**config.mk**
```make
export PLATFORM = sky130hd
export DESIGN_NAME = frame_scan_out_flat
export DESIGN_NICKNAME = d
export VERILOG_FILES = /design/src/rtl/frame_scan_out_if.sv /design/src/rtl/frame_scan_out.sv /design/src/flat_wrapper.sv
export SDC_FILE = /design/constraint.sdc
export NUM_CORES = 1
export LEC_CHECK = 0
export ABC_AREA = 1
export ABC_CLOCK_PERIOD_IN_PS = 15100
export CAP_MARGIN = 5
export CORE_AREA = 2 2 110 133
export CTS_BUF_LIST = sky130_fd_sc_hd__clkbuf_8
export DETAILED_ROUTE_END_ITERATION = 6
export DIE_AREA = 0 0 112 135
export GPL_TIMING_DRIVEN = 0
export PLACE_DENSITY_LB_ADDON = 0.15
export SETUP_SLACK_MARGIN = 0.1
export SYNTH_ARGS = -nofsm -noshare
export SYNTH_HDL_FRONTEND = slang
export SYNTH_SLANG_ARGS = --single-unit
export TNS_END_PERCENT = 100
```
**constraint.sdc**
```tcl
create_clock -name clk -period 15.1 [get_ports clk]
set_clock_uncertainty 0.1 [all_clocks]
set_input_delay 3.02 -clock clk [delete_from_list [all_inputs] [get_ports clk]]
set_output_delay 3.02 -clock clk [all_outputs]
set_load 0.05 [all_outputs]
```
**src/rtl/frame_scan_out_if.sv**
```systemverilog
// Stream/control bundle for the frame unloader.
// master = unloader side, slave = frame source and byte sink.
interface frame_scan_out_if #(
    parameter int NBYTES = 19,
    parameter int BW     = 8
);
    logic                   load;
    logic [NBYTES*BW-1:0]   frame_in;
    logic                   abort;
    logic                   busy;
    logic [BW-1:0]          out_data;
    logic                   out_valid;
    logic                   out_ready;
    logic                   out_last;
    logic                   done;

    modport master (
        input  load, frame_in, abort, out_ready,
        output busy, out_data, out_valid, out_last, done
    );

    modport slave (
        output load, frame_in, abort, out_ready,
        input  busy, out_data, out_valid, out_last, done
    );
endinterface

```
**src/rtl/frame_scan_out.sv**
```systemverilog
// Parallel-to-serial frame unloader: captures a whole frame in one
// cycle, then streams it out byte 0 first over valid/ready.
module frame_scan_out #(
    parameter int NBYTES = 19,
    parameter int BW     = 8
) (
    input  logic               clk,
    input  logic               rst,
    frame_scan_out_if.master   bus
);
    localparam int IW = $clog2(NBYTES);
    localparam logic [IW-1:0] LAST = IW'(NBYTES - 1);

    typedef enum logic {IDLE, SEND} state_t;

    state_t                     state_q, state_d;
    logic [IW-1:0]              idx_q, idx_d;
    logic [NBYTES-1:0][BW-1:0]  buf_q, buf_d;
    logic                       done_q, done_d;
    logic                       sending;

    always_comb begin
        state_d = state_q;
        idx_d   = idx_q;
        buf_d   = buf_q;
        done_d  = 1'b0;
        unique case (state_q)
            IDLE: begin
                // abort beats a same-cycle load
                if (bus.load && !bus.abort) begin
                    buf_d   = bus.frame_in;
                    idx_d   = '0;
                    state_d = SEND;
                end
            end
            SEND: begin
                if (bus.abort) begin
                    state_d = IDLE;
                    idx_d   = '0;
                end else if (bus.out_ready) begin
                    if (idx_q == LAST) begin
                        state_d = IDLE;
                        idx_d   = '0;
                        done_d  = 1'b1;
                    end else begin
                        idx_d = idx_q + IW'(1);
                    end
                end
            end
            default: begin
                state_d = IDLE;
                idx_d   = '0;
            end
        endcase
    end

    always_ff @(posedge clk or posedge rst) begin
        if (rst) begin
            state_q <= IDLE;
            idx_q   <= '0;
            buf_q   <= '0;
            done_q  <= 1'b0;
        end else begin
            state_q <= state_d;
            idx_q   <= idx_d;
            buf_q   <= buf_d;
            done_q  <= done_d;
        end
    end

    // Outputs decode registered state only; out_ready never reaches them.
    assign sending       = (state_q == SEND);
    assign bus.busy      = sending;
    assign bus.out_valid = sending;
    assign bus.out_last  = sending && (idx_q == LAST);
    assign bus.out_data  = sending ? buf_q[idx_q] : '0;
    assign bus.done      = done_q;
endmodule

```
**src/flat_wrapper.sv**
```systemverilog
// flat-port wrapper written by rule: the top's interface ports become plain ports
module frame_scan_out_flat 
#(
    parameter int NBYTES = 19,
    parameter int BW     = 8
)
  (clk, rst, bus_load, bus_frame_in, bus_abort, bus_out_ready, bus_busy, bus_out_data, bus_out_valid, bus_out_last, bus_done);
  frame_scan_out_if #(.NBYTES(NBYTES), .BW(BW)) bus_i ();
  input  logic clk;
  input  logic rst;
  input wire logic [$bits(bus_i.load)-1:0] bus_load;
  input wire logic [$bits(bus_i.frame_in)-1:0] bus_frame_in;
  input wire logic [$bits(bus_i.abort)-1:0] bus_abort;
  input wire logic [$bits(bus_i.out_ready)-1:0] bus_out_ready;
  output wire logic [$bits(bus_i.busy)-1:0] bus_busy;
  output wire logic [$bits(bus_i.out_data)-1:0] bus_out_data;
  output wire logic [$bits(bus_i.out_valid)-1:0] bus_out_valid;
  output wire logic [$bits(bus_i.out_last)-1:0] bus_out_last;
  output wire logic [$bits(bus_i.done)-1:0] bus_done;
  assign bus_i.load = bus_load;
  assign bus_i.frame_in = bus_frame_in;
  assign bus_i.abort = bus_abort;
  assign bus_i.out_ready = bus_out_ready;
  assign bus_busy = bus_i.busy;
  assign bus_out_data = bus_i.out_data;
  assign bus_out_valid = bus_i.out_valid;
  assign bus_out_last = bus_i.out_last;
  assign bus_done = bus_i.done;
  frame_scan_out #(.NBYTES(NBYTES), .BW(BW)) u_core (.clk(clk), .rst(rst), .bus(bus_i));
endmodule
```
# Yosys cells after proc, flatten, opt, wreduce, memory -nomap -nowiden

Cells that the tools add are included.

Register bits: 159
Input port bits: 157
Output and inout port bits: 12
Logic and storage cells: 50

Add/subtract/negate cells: 1
Magnitude comparators: 1
Equality and inequality tests: 3
Muxes and demuxes: 17
Bitwise operators: 1
Reductions and logical operators: 5

Operator list:

| operator              | count |
|---|---|
| $bmux W8 S5           | 1 |
| $mux W5               | 4 |
| $mux W8               | 2 |
| $pmux W5 S2           | 1 |
| $mux W1               | 8 |
| $lt A5 B6 Y1 const B  | 1 |
| $add A5 B1 Y5 const B | 1 |
| $eq A5 B5 Y1 const B  | 1 |
| $reduce_and A2 Y1     | 2 |
| $ne A3 B3 Y1 const B  | 1 |
| $logic_and A1 B1 Y1   | 2 |
| $ne A2 B1 Y1 const B  | 1 |
| $pmux W1 S2           | 1 |
| $logic_not A1 Y1      | 1 |
| $not A1 Y1            | 1 |

# Depth between registers and ports, before layout

Gate-level depths: netlist (run 1).

Depth in word-level cells: 5
Depth in mapped cells: 13
Mapped depth without buffers: 11

# Worst setup path before layout (run 1)

No wires, ideal clock.

Kind: flip-flop to output port
Start point: register u_core.idx_q[0]
End point: output port bus_out_data[0]
Data arrival time: 1.934 ns
Required time: 11.980 ns
Setup slack: 10.046 ns
Cell stages (with the launch flop): 13
Path buffers: 3
Path through: dfrtp_1 -> buf_4 -> inv_2 -> buf_6 -> buf_6 -> nand2_1 -> nand2_1 -> nand2_1 -> nand3_1 -> nand3_1 -> nand2_1 -> nand2_1 -> a21oi_1

Longest elaborated chain between the ends: 3

RTL lines:

| item                          | line                 | RTL |
|---|---|---|
| start: declaration            | frame_scan_out.sv:17 | `logic [IW-1:0] idx_q, idx_d;` |
| start signal: assignment      | frame_scan_out.sv:65 | `idx_q <= idx_d;` |
| $bmux W8 S5                   | frame_scan_out.sv:76 | `assign bus.out_data = sending ? buf_q[idx_q] : '0;` |
| $mux W8 (not written as such) | frame_scan_out.sv:76 |  |
| $mux W8                       | frame_scan_out.sv:76 |  |
| end: declaration              | flat_wrapper.sv:16   | `output wire logic [$bits(bus_i.out_data)-1:0] bus_out_data;` |

Every way passes these cells. The select of a mux whose other input is x is not followed.

# Final worst setup path (run 1)

Start point: register u_core.idx_q[1]
End point: output port bus_out_data[1]

Same word-level chain as after synthesis.

==> impl_metrics.ini, run 1 <==
[drt]
routedWlPerCell_um = 14.96
dr_wl_met2_um = 10170
dr_total_vias = 7351
highest_layer = met4
drtIter0Drc = 520
firstDrtPassIters = 5
wl_met3_um = 1634
met1_length_um = 9286
viasPerCell = 5.105
detail-route-antenna-nets = 0
wl_um = 21550
drc = 0

[global_route]
grt-ovfl-total = 0
grt_max_degree = 91
antenna_found_initial = 0
grt_pass1_vias = 7245
grt_usage_pct = 29.58
grt_pass1_wl_um = 35030

[final_layout]
multiInputGateArea_um2 = 3115
finalNetCount = 1415
fillers = 1135
regArea_um2 = 3979
final_area_um2 = 10110
drive_above_1_share_pct = 6.541
layout_commonest_cell = nand2_1
diodes = 0
syn2layout_area_growth_pct = 30.29
final_cell_mix = nand2_1 (562), clkdlybuf4s50_1 (168), dfrtp_1 (159)

[cts]
clockRootBuffer = clkbuf_8
hold_buffers = 0
cts_setup_buffers = 0
cts_sinks = 159
numCtsBuffers = 17
h-tree-depth = 4
clock_path_buffers = 2
cts-resized-gates = 0
clk_pin_slew_ns = 0.08
cts_tree = done
insertion_delay_ns = 0.47

[critical_path]
crit_path_end_kind = output pin
cp_max_fo = 10
crit_arrival_ns = 3.07
worstSetupStartpointType = flop
setup.worst_path.class = reg2out
required_ns = 11.98

[yosys]
netlist_area_um2 = 7761
synthCells = 1068
syn_nets = 1227
synth_top_area_cell = dfrtp_1
netlist-cell-type-count = 24
syn-mean-instance-area_um2 = 7.267
post-synth-top-area-fraction_pct = 51.27
synth-seq-cells = 159
ys_warn_count = 0
synth-seq-area-share_pct = 51.27
yosys-top-cells-area = dfrtp_1 (51%), nand2_1 (27%), o21ai_0 (5.4%)

[floorplan]
die_h_um = 135
die_area_um2 = 15120
core-area_um2 = 13760
start_util_pct = 56.40
ios = 169
die_w_um = 112
rows = 47

[sta]
setup_viol = 0
finalCritPeriodShare_pct = 41.01
timing.fmax_mhz = 161.5
finalMaxSlewViolations = 0
rsz0062_at_grt = false
final-hold-violation-count = 0
layout_min_cycle_time_ns = 6.193
slew_headroom_pct = 46.29
finalSetupTns_ns = 0
whs_ns = 0.3823
tightestPinTransition_ns = 0.8057

[placement]
portBuffers = 168
detailedPlacementHpwl_um = 15800
globalplace.congestion = 0.9026
place_area_um2 = 9689

[worst_hold_path]
min_path_type = reg2reg

[status]
outcome = finished, final reports clean

[power]
power.density_nw_per_um2 = 119.6
p_leak_uw = 0.005185
ir_drop_mv = 0.08789

[run]
cap_violations = 0
==> state kept, by name, summed over array words and instances, names as in the netlist <==
register / cells
u_core.buf_q: 152
u_core.bus.done: 1
u_core.idx_q: 5
u_core.bus.busy: 1
==> final cells by class <==
class                   instances  share of cell area (%)
well taps                     171                   2.116
plain buffers                  61                   3.254
inverters                      90                   3.390
multi-input cells             758                   30.81
repair buffers                169                   16.90
clock inverters                14                   1.732
flip-flops and latches        159                   39.35
clock buffers                  18                   2.450
==> worst max-delay path: stages (launching register included) <==
cell and delay (ns):
dfrtp_1 0.41, buf_2 0.21, inv_2 0.12, buf_2 0.23, nand3_1 0.14, nand2_1 0.12, nand2_1 0.06, nand2_1 0.08
inv_1 0.05, nand2_1 0.08, nand2_1 0.08, a21oi_1 0.19, clkdlybuf4s50_1 0.84
==> path summary, 6_finish.rpt <==
path	startpoint	to	slack [ns]	cells past startpoint
max	u_core.idx_q[1]	bus_out_data[1]	8.91	12
min	u_core.buf_q[134]	u_core.buf_q[134]	0.38	2
max reg2reg	u_core.bus.busy	u_core.buf_q[90]	13.08	7
min reg2reg	u_core.buf_q[134]	u_core.buf_q[134]	0.38	2
max in group asynchronous	rst	u_core.buf_q[97]	11.13	3
min in group asynchronous	rst	u_core.buf_q[29]	2.97	2
==> power by group <==
group | switching [µW] | internal, µW | total (µW)
clock network | 157 | 181 | 338
registers | 35.4 | 506 | 542
logic | 199 | 131 | 330
==> kinds of logic after synthesis <==
logic type	Yosys count	synth area share [%]
compound gates	110	7.367
xor+xnor	2	0.2257
fa+ha+maj	2	0.3224
buf+inv	151	8.592
flops	159	51.27
simple gates	644	32.23
==> routing by layer <==
metal  global-route usage (%)  up-vias
li1                         -     3641
met1                    39.54     3423
met2                    48.82      249
met3                    6.239       38
met4                    9.621        0
met5                        0        -
==> metrics by stage <==
step | setup WS [ns] | total power, µW | std cells | utilization, %
2_1_floorplan | 7.688 | 745.9 | 1068 | -
3_3_place_gp | 5.641 | 864.6 | 1407 | 70.18
3_5_place_dp | 9.473 | 873.4 | 1408 | 70.41
4_1_cts | 8.903 | 1209 | 1440 | 73.49
5_1_grt | 8.736 | 1275 | 1440 | 73.49
6_report | 8.907 | 1210 | 1440 | 73.49
==> synth_stat cells, drive strengths merged <==
master,number
a21o,1
nand3,54
o22ai,3
inv,89
clkinv,1
xor2,2
dfrtp,159
a21oi,10
clkbuf,16
nor4,1
buf,45
o21ai,90
ha,2
nor2,25
nand2,563
o211ai,6
nand3b,1
No activity file was read; power rests on OpenSTA's default activity.
==> run 2: changes to the inputs <==
- ABC_CLOCK_PERIOD_IN_PS: 15100 -> 5200
- CORE_AREA: 2 2 110 133 -> 2 2 120 145
- DIE_AREA: 0 0 112 135 -> 0 0 122 147
- clock period: 15.1 -> 5.2 ns (I/O delays scaled with it)
==> impl_metrics.ini, run 2 (synthesized netlist as in run 1, its figures left out) <==
[sta]
rsz0062_at_grt = false
finalCritPeriodShare_pct = 80.72
timing.fmax_mhz = 238.3
setup_viol = 0
final-hold-violation-count = 0
layout_min_cycle_time_ns = 4.197
finalSetupTns_ns = 0
finalMaxSlewViolations = 0
slew_headroom_pct = 65.57
tightestPinTransition_ns = 0.5149

[power]
power.density_nw_per_um2 = 341.4
p_leak_uw = 0.005182
ir_drop_mv = 0.2137

[floorplan]
rows = 52
die_area_um2 = 17930
core-area_um2 = 16590
die_h_um = 147
ios = 169
die_w_um = 122
start_util_pct = 46.78

[final_layout]
drive_above_1_share_pct = 6.918
diodes = 0
fillers = 1599
largest_register = u_core.buf_q
final_cell_mix = nand2_1 (562), clkdlybuf4s50_1 (168), dfrtp_1 (159)
layout_commonest_cell = nand2_1
multiInputGateArea_um2 = 3115
syn2layout_area_growth_pct = 31.58
regArea_um2 = 3979
top_regs = u_core.buf_q x152, u_core.idx_q x5
largest_reg_flops = 152
final_area_um2 = 10210
fin_util_pct = 61.55
finalNetCount = 1418

[global_route]
grt-ovfl-total = 0
grt_pass1_wl_um = 35360
antenna_found_initial = 0
grt_max_degree = 42
grt_usage_pct = 25.65
grt_pass1_vias = 7082

[critical_path]
cp_max_fo = 10
crit_arrival_ns = 3.06
worstSetupStartpointType = flop
required_ns = 4.06
crit_path_end_kind = output pin
setup.worst_path.class = reg2out

[drt]
firstDrtPassIters = 6
detail-route-antenna-nets = 0
dr_total_vias = 7242
wl_um = 21810
drc = 0
drtIter0Drc = 595
viasPerCell = 4.867
routedWlPerCell_um = 14.66

[cts]
cts-resized-gates = 0
h-tree-depth = 4
cts_setup_buffers = 0
numCtsBuffers = 17
clockRootBuffer = clkbuf_8
insertion_delay_ns = 0.46
clock_path_buffers = 2
cts_tree = done
cts_sinks = 159
clk_pin_slew_ns = 0.09
hold_buffers = 0

[placement]
detailedPlacementHpwl_um = 16550
portBuffers = 168
globalplace.congestion = 0.9404
place_area_um2 = 9797

[worst_hold_path]
min_path_type = reg2reg

[status]
outcome = finished, final reports clean

[run]
cap_violations = 0
==> run 2: cell count changes in the layout (fill, tap and decap cells not counted), sizes merged <==
cell,delta
bufinv,-1
buf,+3
clkinvlp,+4
clkinv,-1
inv,-2
==> run 2: stage by stage <==
stage                     setup WS [ns]  hold WS, ns  instances  total power [µW]
after floorplan                   2.045       0.3436       1068              2166
after global placement           0.6801       0.3587       1452              2519
after detailed placement          1.555       0.3609       1456              2544
after CTS                         1.018       0.3839       1488              3503
after global routing             0.8050       0.4020       1488              3700
final                             1.003       0.3847       1488              3486
==> run 2: area by class of cell <==
type	instances	share of cell area [%]
repair buffers	172	17.25
flip-flops and latches	159	38.96
multi-input cells	758	30.51
inverters	90	3.345
well taps	216	2.646
clock buffers	18	2.426
plain buffers	61	3.222
clock inverters	14	1.642
==> run 2: critical path, cell delays in order (launching register included) <==
cell             delay (ns)
dfrtp_1                0.40
buf_2                  0.20
inv_2                  0.12
buf_2                  0.28
nand3_1                0.14
nand2_1                0.09
nand2_1                0.05
nand2_1                0.07
inv_1                  0.07
nand2_1                0.07
nand2_1                0.06
a21oi_1                0.20
clkdlybuf4s50_1        0.84
==> run 2: where the power goes <==
| group | leakage, µW | switching (µW) | internal [µW] |
|---|---|---|---|
| Combinational | 0.00301 | 576 | 383 |
| Clock | 0.000198 | 471 | 486 |
| Sequential | 0.00198 | 101 | 1470 |
==> run 2: per-layer routing <==
| layer | GRT usage (%) | vias to the layer above | part of all wire, % |
|---|---|---|---|
| met2 | 40.73 | 240 | 47 |
| met3 | 4.037 | 30 | 6.2 |
| met1 | 35.55 | 3322 | 45 |
| met4 | 9.598 | 0 | 2.0 |
| met5 | 0 | - | 0 |
| li1 | - | 3650 | - |
==> run 2: worst paths after layout <==
kind | startpoint | to | cells after the start | slack, ns
max | u_core.idx_q[1] | bus_out_data[3] | 12 | 1.00
min | u_core.buf_q[122] | u_core.buf_q[122] | 2 | 0.38
max reg2reg | u_core.bus.busy | u_core.buf_q[9] | 6 | 3.20
min reg2reg | u_core.buf_q[122] | u_core.buf_q[122] | 2 | 0.38
max in group asynchronous | rst | u_core.buf_q[124] | 4 | 3.43
min in group asynchronous | rst | u_core.buf_q[37] | 2 | 0.79
